**config.mk**
```make
export PLATFORM = sky130hd
export DESIGN_NAME = hazard_stall_ctrl
export DESIGN_NICKNAME = d
export VERILOG_FILES = /design/src/rtl/hazard_stall_ctrl.sv
export SDC_FILE = /design/constraint.sdc
export NUM_CORES = 1
export LEC_CHECK = 0
export CORE_MARGIN = 2
export CORE_UTILIZATION = 47
export DETAILED_ROUTE_END_ITERATION = 8
export PLACE_DENSITY_LB_ADDON = 0.2
export SYNTH_ARGS = -nofsm -noshare
export SYNTH_HDL_FRONTEND = slang
export SYNTH_SLANG_ARGS = --single-unit
```
**constraint.sdc**
```tcl
create_clock -name Clock -period 3.43 [get_ports Clock]
set_input_delay 0.686 -clock Clock [delete_from_list [all_inputs] [get_ports Clock]]
set_output_delay 0.686 -clock Clock [all_outputs]
set_load 0.02 [all_outputs]
```
**src/rtl/hazard_stall_ctrl.sv**
```systemverilog
// Decode-stage hazard controller: load-use and branch-operand stalls, multi-cycle
// EX freeze sequencing, wrong-path IF/ID flush and a saturating stall-cycle counter.
module hazard_stall_ctrl #(
   parameter int MC_LATENCY = 4,
   parameter int DELAY_SLOT = 1,
   parameter int CNT_W      = 32
) (
   input  logic             Clock,
   input  logic             Reset,
   input  logic [4:0]       IFID_Rs,
   input  logic [4:0]       IFID_Rt,
   input  logic             IFID_UsesRt,
   input  logic             Branch_ID,
   input  logic             BranchTaken,
   input  logic             IDEX_MemRead,
   input  logic             IDEX_RegWrite,
   input  logic [4:0]       IDEX_WriteReg,
   input  logic             EXMEM_MemRead,
   input  logic [4:0]       EXMEM_WriteReg,
   input  logic             MC_Start,
   output logic             PCWrite,
   output logic             IFID_WriteEnable,
   output logic             IFID_Flush,
   output logic             IDEX_Bubble,
   output logic             IDEX_Hold,
   output logic             EXMEM_Bubble,
   output logic             MC_Busy,
   output logic [CNT_W-1:0] StallCount
);

   localparam int MC_W = $clog2(MC_LATENCY) + 1;
   localparam logic [MC_W-1:0] MC_LOAD = MC_W'(MC_LATENCY - 1);
   localparam logic [0:0] RUN     = 1'b0;
   localparam logic [0:0] MC_WAIT = 1'b1;

   logic [0:0]      state;
   logic [MC_W-1:0] mc_cnt;
   logic            load_use;
   logic            br_ex;
   logic            br_mem;
   logic            data_stall;
   logic            mc_freeze;

   // Register 0 is hardwired, so it never creates a dependency.
   function automatic logic src_match(input logic [4:0] r, input logic [4:0] rs,
                                      input logic [4:0] rt, input logic uses_rt);
      return (r != 5'd0) && ((r == rs) || (uses_rt && (r == rt)));
   endfunction

   // Hazard detection for the instruction sitting in ID.
   always_comb begin
      load_use   = IDEX_MemRead & src_match(IDEX_WriteReg, IFID_Rs, IFID_Rt, IFID_UsesRt);
      br_ex      = Branch_ID & IDEX_RegWrite & src_match(IDEX_WriteReg, IFID_Rs, IFID_Rt, IFID_UsesRt);
      br_mem     = Branch_ID & EXMEM_MemRead & src_match(EXMEM_WriteReg, IFID_Rs, IFID_Rt, IFID_UsesRt);
      data_stall = load_use | br_ex | br_mem;
      mc_freeze  = (state == MC_WAIT) | ((state == RUN) & MC_Start);
   end

   // Pipeline control outputs; freeze outranks data stalls, which outrank the flush.
   always_comb begin
      PCWrite          = 1'b1;
      IFID_WriteEnable = 1'b1;
      IFID_Flush       = 1'b0;
      IDEX_Bubble      = 1'b0;
      IDEX_Hold        = 1'b0;
      EXMEM_Bubble     = 1'b0;
      MC_Busy          = 1'b0;
      if (Reset) begin
         PCWrite          = 1'b1;
         IFID_WriteEnable = 1'b1;
      end else if (mc_freeze) begin
         PCWrite          = 1'b0;
         IFID_WriteEnable = 1'b0;
         IDEX_Hold        = 1'b1;
         EXMEM_Bubble     = 1'b1;
         MC_Busy          = 1'b1;
      end else if (data_stall) begin
         PCWrite          = 1'b0;
         IFID_WriteEnable = 1'b0;
         IDEX_Bubble      = 1'b1;
      end else if ((DELAY_SLOT == 0) && BranchTaken) begin
         IFID_Flush       = 1'b1;
      end else begin
         IFID_Flush       = 1'b0;
      end
   end

   // Multi-cycle sequencer: mc_cnt counts the freeze cycles still to come after this one.
   always_ff @(posedge Clock) begin
      if (Reset) begin
         state  <= RUN;
         mc_cnt <= '0;
      end else begin
         case (state)
            RUN: begin
               if (MC_Start && (MC_LATENCY > 1)) begin
                  state  <= MC_WAIT;
                  mc_cnt <= MC_LOAD;
               end else begin
                  state  <= RUN;
                  mc_cnt <= '0;
               end
            end
            MC_WAIT: begin
               if (mc_cnt <= MC_W'(1)) begin
                  state  <= RUN;
                  mc_cnt <= '0;
               end else begin
                  state  <= MC_WAIT;
                  mc_cnt <= mc_cnt - MC_W'(1);
               end
            end
            default: begin
               state  <= RUN;
               mc_cnt <= '0;
            end
         endcase
      end
   end

   // Performance counter of cycles in which the PC was held, saturating at all-ones.
   always_ff @(posedge Clock) begin
      if (Reset) begin
         StallCount <= '0;
      end else if (!PCWrite && (StallCount != {CNT_W{1'b1}})) begin
         StallCount <= StallCount + CNT_W'(1);
      end else begin
         StallCount <= StallCount;
      end
   end

endmodule

```
After elaboration in Yosys (flattened, before gate mapping)
Cells that the tools add are included.
Word-level totals
  register bits after elaboration: 36
  input bits: 29
  output and inout bits: 39
  logic and storage cells: 45
Operators by class
  add/subtract/negate cells: 2
  $lt $le $gt $ge: 1
  eq/ne operators: 5
  mux-type cells: 14
  bitwise gates (word level): 10
  reduce and logical (&&, ||, !) cells: 10
Operators with widths (number)
  adder 32 x 1 -> 32 bit, second input constant: 1
  inequality test 32 bit, second input constant: 1
  equality test 5 bit: 4
  2-to-1 mux 1 bit: 10
  nonzero test 5 bit: 2
  AND 1 bit: 6
  case mux 3 bit (2 select lines): 1
  logical AND 1 bit: 5
  <= comparator 3 x 1 -> 1 bit, second input constant: 1
  2-to-1 mux 3 bit: 1
  OR 1 bit: 3
  subtractor 3 x 1 -> 3 bit, second input constant: 1
  logical OR 1 bit: 2
  2-to-1 mux 2 bit: 1
  case mux 1 bit (2 select lines): 1
  logical NOT 1 bit: 1
  inverter 1 bit: 1

Depth between registers and ports, before layout
  depth in word-level cells: 12
  depth in mapped cells: 9
  gate-level depth less buffers: 7

Worst setup path before layout
OpenSTA, ideal clock, no wires.
  path kind: in2out
  start: input port EXMEM_WriteReg[0]
  end: output port PCWrite
  data arrival time: 2645 ps
  required time: 2744 ps
  slack: 99 ps
  cell stages on the path: 6
  path buffers: 2
  cell sequence: or3_1 -> o311a_1 -> a221oi_2 -> or2_2 -> clkbuf_1 -> buf_4
Between the ends
  cells in the longest elaborated chain, start to end: 9
  elaborated cells between the ends (all ways): 11
  classes of those cells: eq/ne (2); mux (3); bitwise (2); reduce/logical (4)
RTL lines
  start: declaration: line 19  | input logic [4:0] EXMEM_WriteReg,
  equality test 5 bit: line 47  | return (r != 5'd0) && ((r == rs) || (uses_rt && (r == rt)));
  logical AND 1 bit: line 47
  logical OR 1 bit: line 47
  logical AND 1 bit *: line 47
  AND 1 bit *: line 54  | br_mem = Branch_ID & EXMEM_MemRead & src_match(EXMEM_WriteReg, IFID_Rs, IFID_Rt, IFID_UsesRt);
  OR 1 bit *: line 55  | data_stall = load_use | br_ex | br_mem;
  2-to-1 mux 1 bit * (3 in series)
  end: declaration: line 21  | output logic PCWrite,
Mark *: on every way between the ends. The rest lies on a longest branch, timed or not.

Worst setup path after layout
  start: input port EXMEM_WriteReg[0]
  end: output port PCWrite
Between the ends
  cells in the longest elaborated chain, start to end: 9
  elaborated cells between the ends (all ways): 11
  classes of those cells: eq/ne (2); mux (3); bitwise (2); reduce/logical (4)
RTL lines
  equality test 5 bit: line 47
  logical AND 1 bit: line 47
  logical OR 1 bit: line 47
  logical AND 1 bit *: line 47
  AND 1 bit *: line 54
  OR 1 bit *: line 55
  2-to-1 mux 1 bit *: line 77  | end else if (data_stall) begin
  2-to-1 mux 1 bit *: line 71  | end else if (mc_freeze) begin
  2-to-1 mux 1 bit *: line 68  | if (Reset) begin
Marks and branches as above.

==> metrics.yaml <==
path_buf_inv: 2
numCtsBuffers: 5
htreeDepth: 2
finalCritPeriodShare: 0.964
fp.dieW_um: 72.2
max_freq_ghz: 0.302
core_area_um2: 4410
hold_class: "reg -> reg"
slowest_stage: "clkdlybuf4s50_1"
yosys-top-cells-area: "dfxtp_1 (33%), xnor2_1 (15%), nor2_1 (6.0%)"
cts_tree: "done"
synthFlopType: "dfxtp_1"
grt_start_max_net_pins: 40
rows: 24
ys_ff_latch: 36
grt_pass1_wl_mm: 8.85
ctsLongestPathBuffers: 2
drc: 0
start_util: 0.495
hpwlAfterDp_mm: 4.01
fp.dieArea_um2: 5210
crit_fanout: 3
cts_resized: 2
netlist_instances: 264
combPwrFrac: 0.150
finalCriticalPeriod_ps: 3310
synth_top_area_share: 0.330
cp-start-kind: "input pin"
vias: 2119
post-cts-setup-buffers: 0
post_drt_wl_per_cell_um: 14.0
crit_path_end_kind: "output port"
final_hold_viol_count: 0
place_inst: 374
utilization: 0.681
antenna_left: 0
io_buffer_count: 65
synth_edf_count: 0
finalMaxSlewViolations: 0
ir_drop_mv: 0.273
setup_viol: 0
fin_setup_tns_ps: 0
cts_hold_buffers: 0
share_seq_of_total_power: 0.437
holdWs_ps: 492
p_sw_frac: 0.231
cts.sink_count: 36
yosysTopAreaCell: "dfxtp_1"
leakage_uw: 0.00101
clk_latency_ps: 290
cts-root-buf: "clkbuf_8"
status: "finished, final reports clean"
layoutNonFillerInstCount: 382
antenna_found_initial: 0
gp_congestion: 0.893
syn_area_um2: 2180
area_growth_pct: 37.8
power_density_nw_per_um2: 326
arrival_ps: 2620
drive_gt1_frac: 0.106
ios: 68
antenna_cells: 0
internal-power_uw: 755
track_usage: 0.211
path_class: "in -> out"
p_sw_uw: 226
die_y_um: 72.2
synth-seq-area-share: 0.330
yosysWarnings: 0
worstPathRequired_ps: 2740
viasPerCell: 5.55
cpLargestDelayFamily: "buffers and inverters"
synth_area_per_cell_um2: 8.27
grt-ovfl-total: 0
cp_cell_sequence: "clkdlybuf4s50_1 > or3_1 > o311a_1 > a221oi_2 > or2_2 > dlygate4sd2_1"
async_flop_share: 0
dr.pass1.iters: 4
rsz0062_at_grt: "false"
skew_ps: 7.07
path_clk_slew_ps: 70
synth_nets: 296
cap_violations: 0
cpPeakStageDelay_ps: 410
clock_power_share: 0.413
wl_mm: 5.35
grt_pass1_vias: 2033
drt_iter0_markers: 71
fillers: 402
synth_cell_types: 49
nNetsFinal: 361
-- state kept, by name, summed over array words and instances (netlist names) --
name        count
StallCount     32
state           1
mc_cnt          3
-- per-layer routing --
metal | GRT usage | vias up | routed length, um | part of all wire
li1 | - | 1063 | - | -
met1 | 0.250 | 974 | 2360 | 0.44
met2 | 0.366 | 71 | 2520 | 0.47
met3 | 0.0514 | 11 | 378 | 0.071
met4 | 0.0797 | 0 | 95 | 0.018
met5 | 0 | - | 0 | 0
-- layout by cell type (no fill, tap or decap), drive strengths merged, types with 3 or more instances in the layout --
| master | count |
|---|---|
| clkdlybuf4s50 | 62 |
| xnor2 | 38 |
| dfxtp | 36 |
| nor2 | 35 |
| nand2 | 18 |
| nand3 | 17 |
| a21oi | 9 |
| buf | 9 |
| nand4 | 9 |
| nor4 | 9 |
| nor3 | 8 |
| clkbuf | 7 |
| inv | 6 |
| nor2b | 5 |
| or4 | 5 |
| mux2 | 4 |
| or3 | 4 |
| o211ai | 3 |
| o31ai | 3 |
| and3 | 3 |
| a31o | 3 |
| ha | 3 |
| or2 | 3 |
| nor4b | 3 |
| nor3b | 3 |
-- metrics by stage --
stage | area, um2 | total power, uW | setup WS, ps
4_1_cts | 3010 | 987 | 79.7
3_5_place_dp | 2880 | 586 | -161
3_3_place_gp | 2880 | 584 | -159
5_1_grt | 3010 | 1020 | 27.2
6_report | 3010 | 981 | 123
2_1_floorplan | 2180 | 517 | 99.1
-- synth_stat cells, types with 3 or more instances --
cell and count:
mux2_2 4, clkbuf_1 9, xnor2_1 38, nand3_1 17, and3_1 3, nor4_1 8, buf_4 4, ha_1 3
nand2_1 18, a31o_2 3, nor2b_1 5, inv_1 6, or4_1 4, a21oi_1 9, or3_1 3, nor2_1 35
nor3_1 8, o211ai_1 3, dfxtp_1 36, o31ai_1 3, nand4_1 8
-- final cells by class --
type	count	area [um2]	area share
clock buffers	7	96.3	0.0320
clock inverters	1	30.0	0.00998
inverters	7	26.3	0.00874
multi-input cells	205	1350	0.449
flip-flops and latches	36	721	0.240
well taps	52	65.1	0.0216
repair buffers	74	718	0.239
-- path summary, 6_finish.rpt --
check | cells after the start | endpoint | start | slack [ps]
setup / recovery | 6 | PCWrite | EXMEM_WriteReg[0] | 120
hold / removal | 1 | mc_cnt[0] | mc_cnt[0] | 490
setup reg to reg | 7 | StallCount[28] | StallCount[7] | 750
hold reg to reg | 1 | mc_cnt[0] | mc_cnt[0] | 490
-- power by group through the flow --
stage	Clock, uW	Combinational, uW	Sequential [uW]
2_1_floorplan	0	77.2	440
3_3_place_gp	0	146	438
3_5_place_dp	0	148	438
4_1_cts	411	148	428
5_1_grt	426	160	429
6_report	406	147	428
-- logic make-up (layout without fill, tap and decap cells) --
group / count (synthesis) / count (layout) / share of synthesized area
adder cells (fa/ha/maj): 3 / 3 / 0.0172
other: 1 / 1 / 0.00172
XOR/XNOR: 38 / 38 / 0.152
multiplexers: 6 / 6 / 0.0298
AND/OR/NAND/NOR: 128 / 128 / 0.323
buffers and inverters: 23 / 89 / 0.0510
AO/OA/AOI/OAI: 29 / 29 / 0.0946
flip-flops: 36 / 36 / 0.330
No activity file was read; power rests on OpenSTA's default activity.
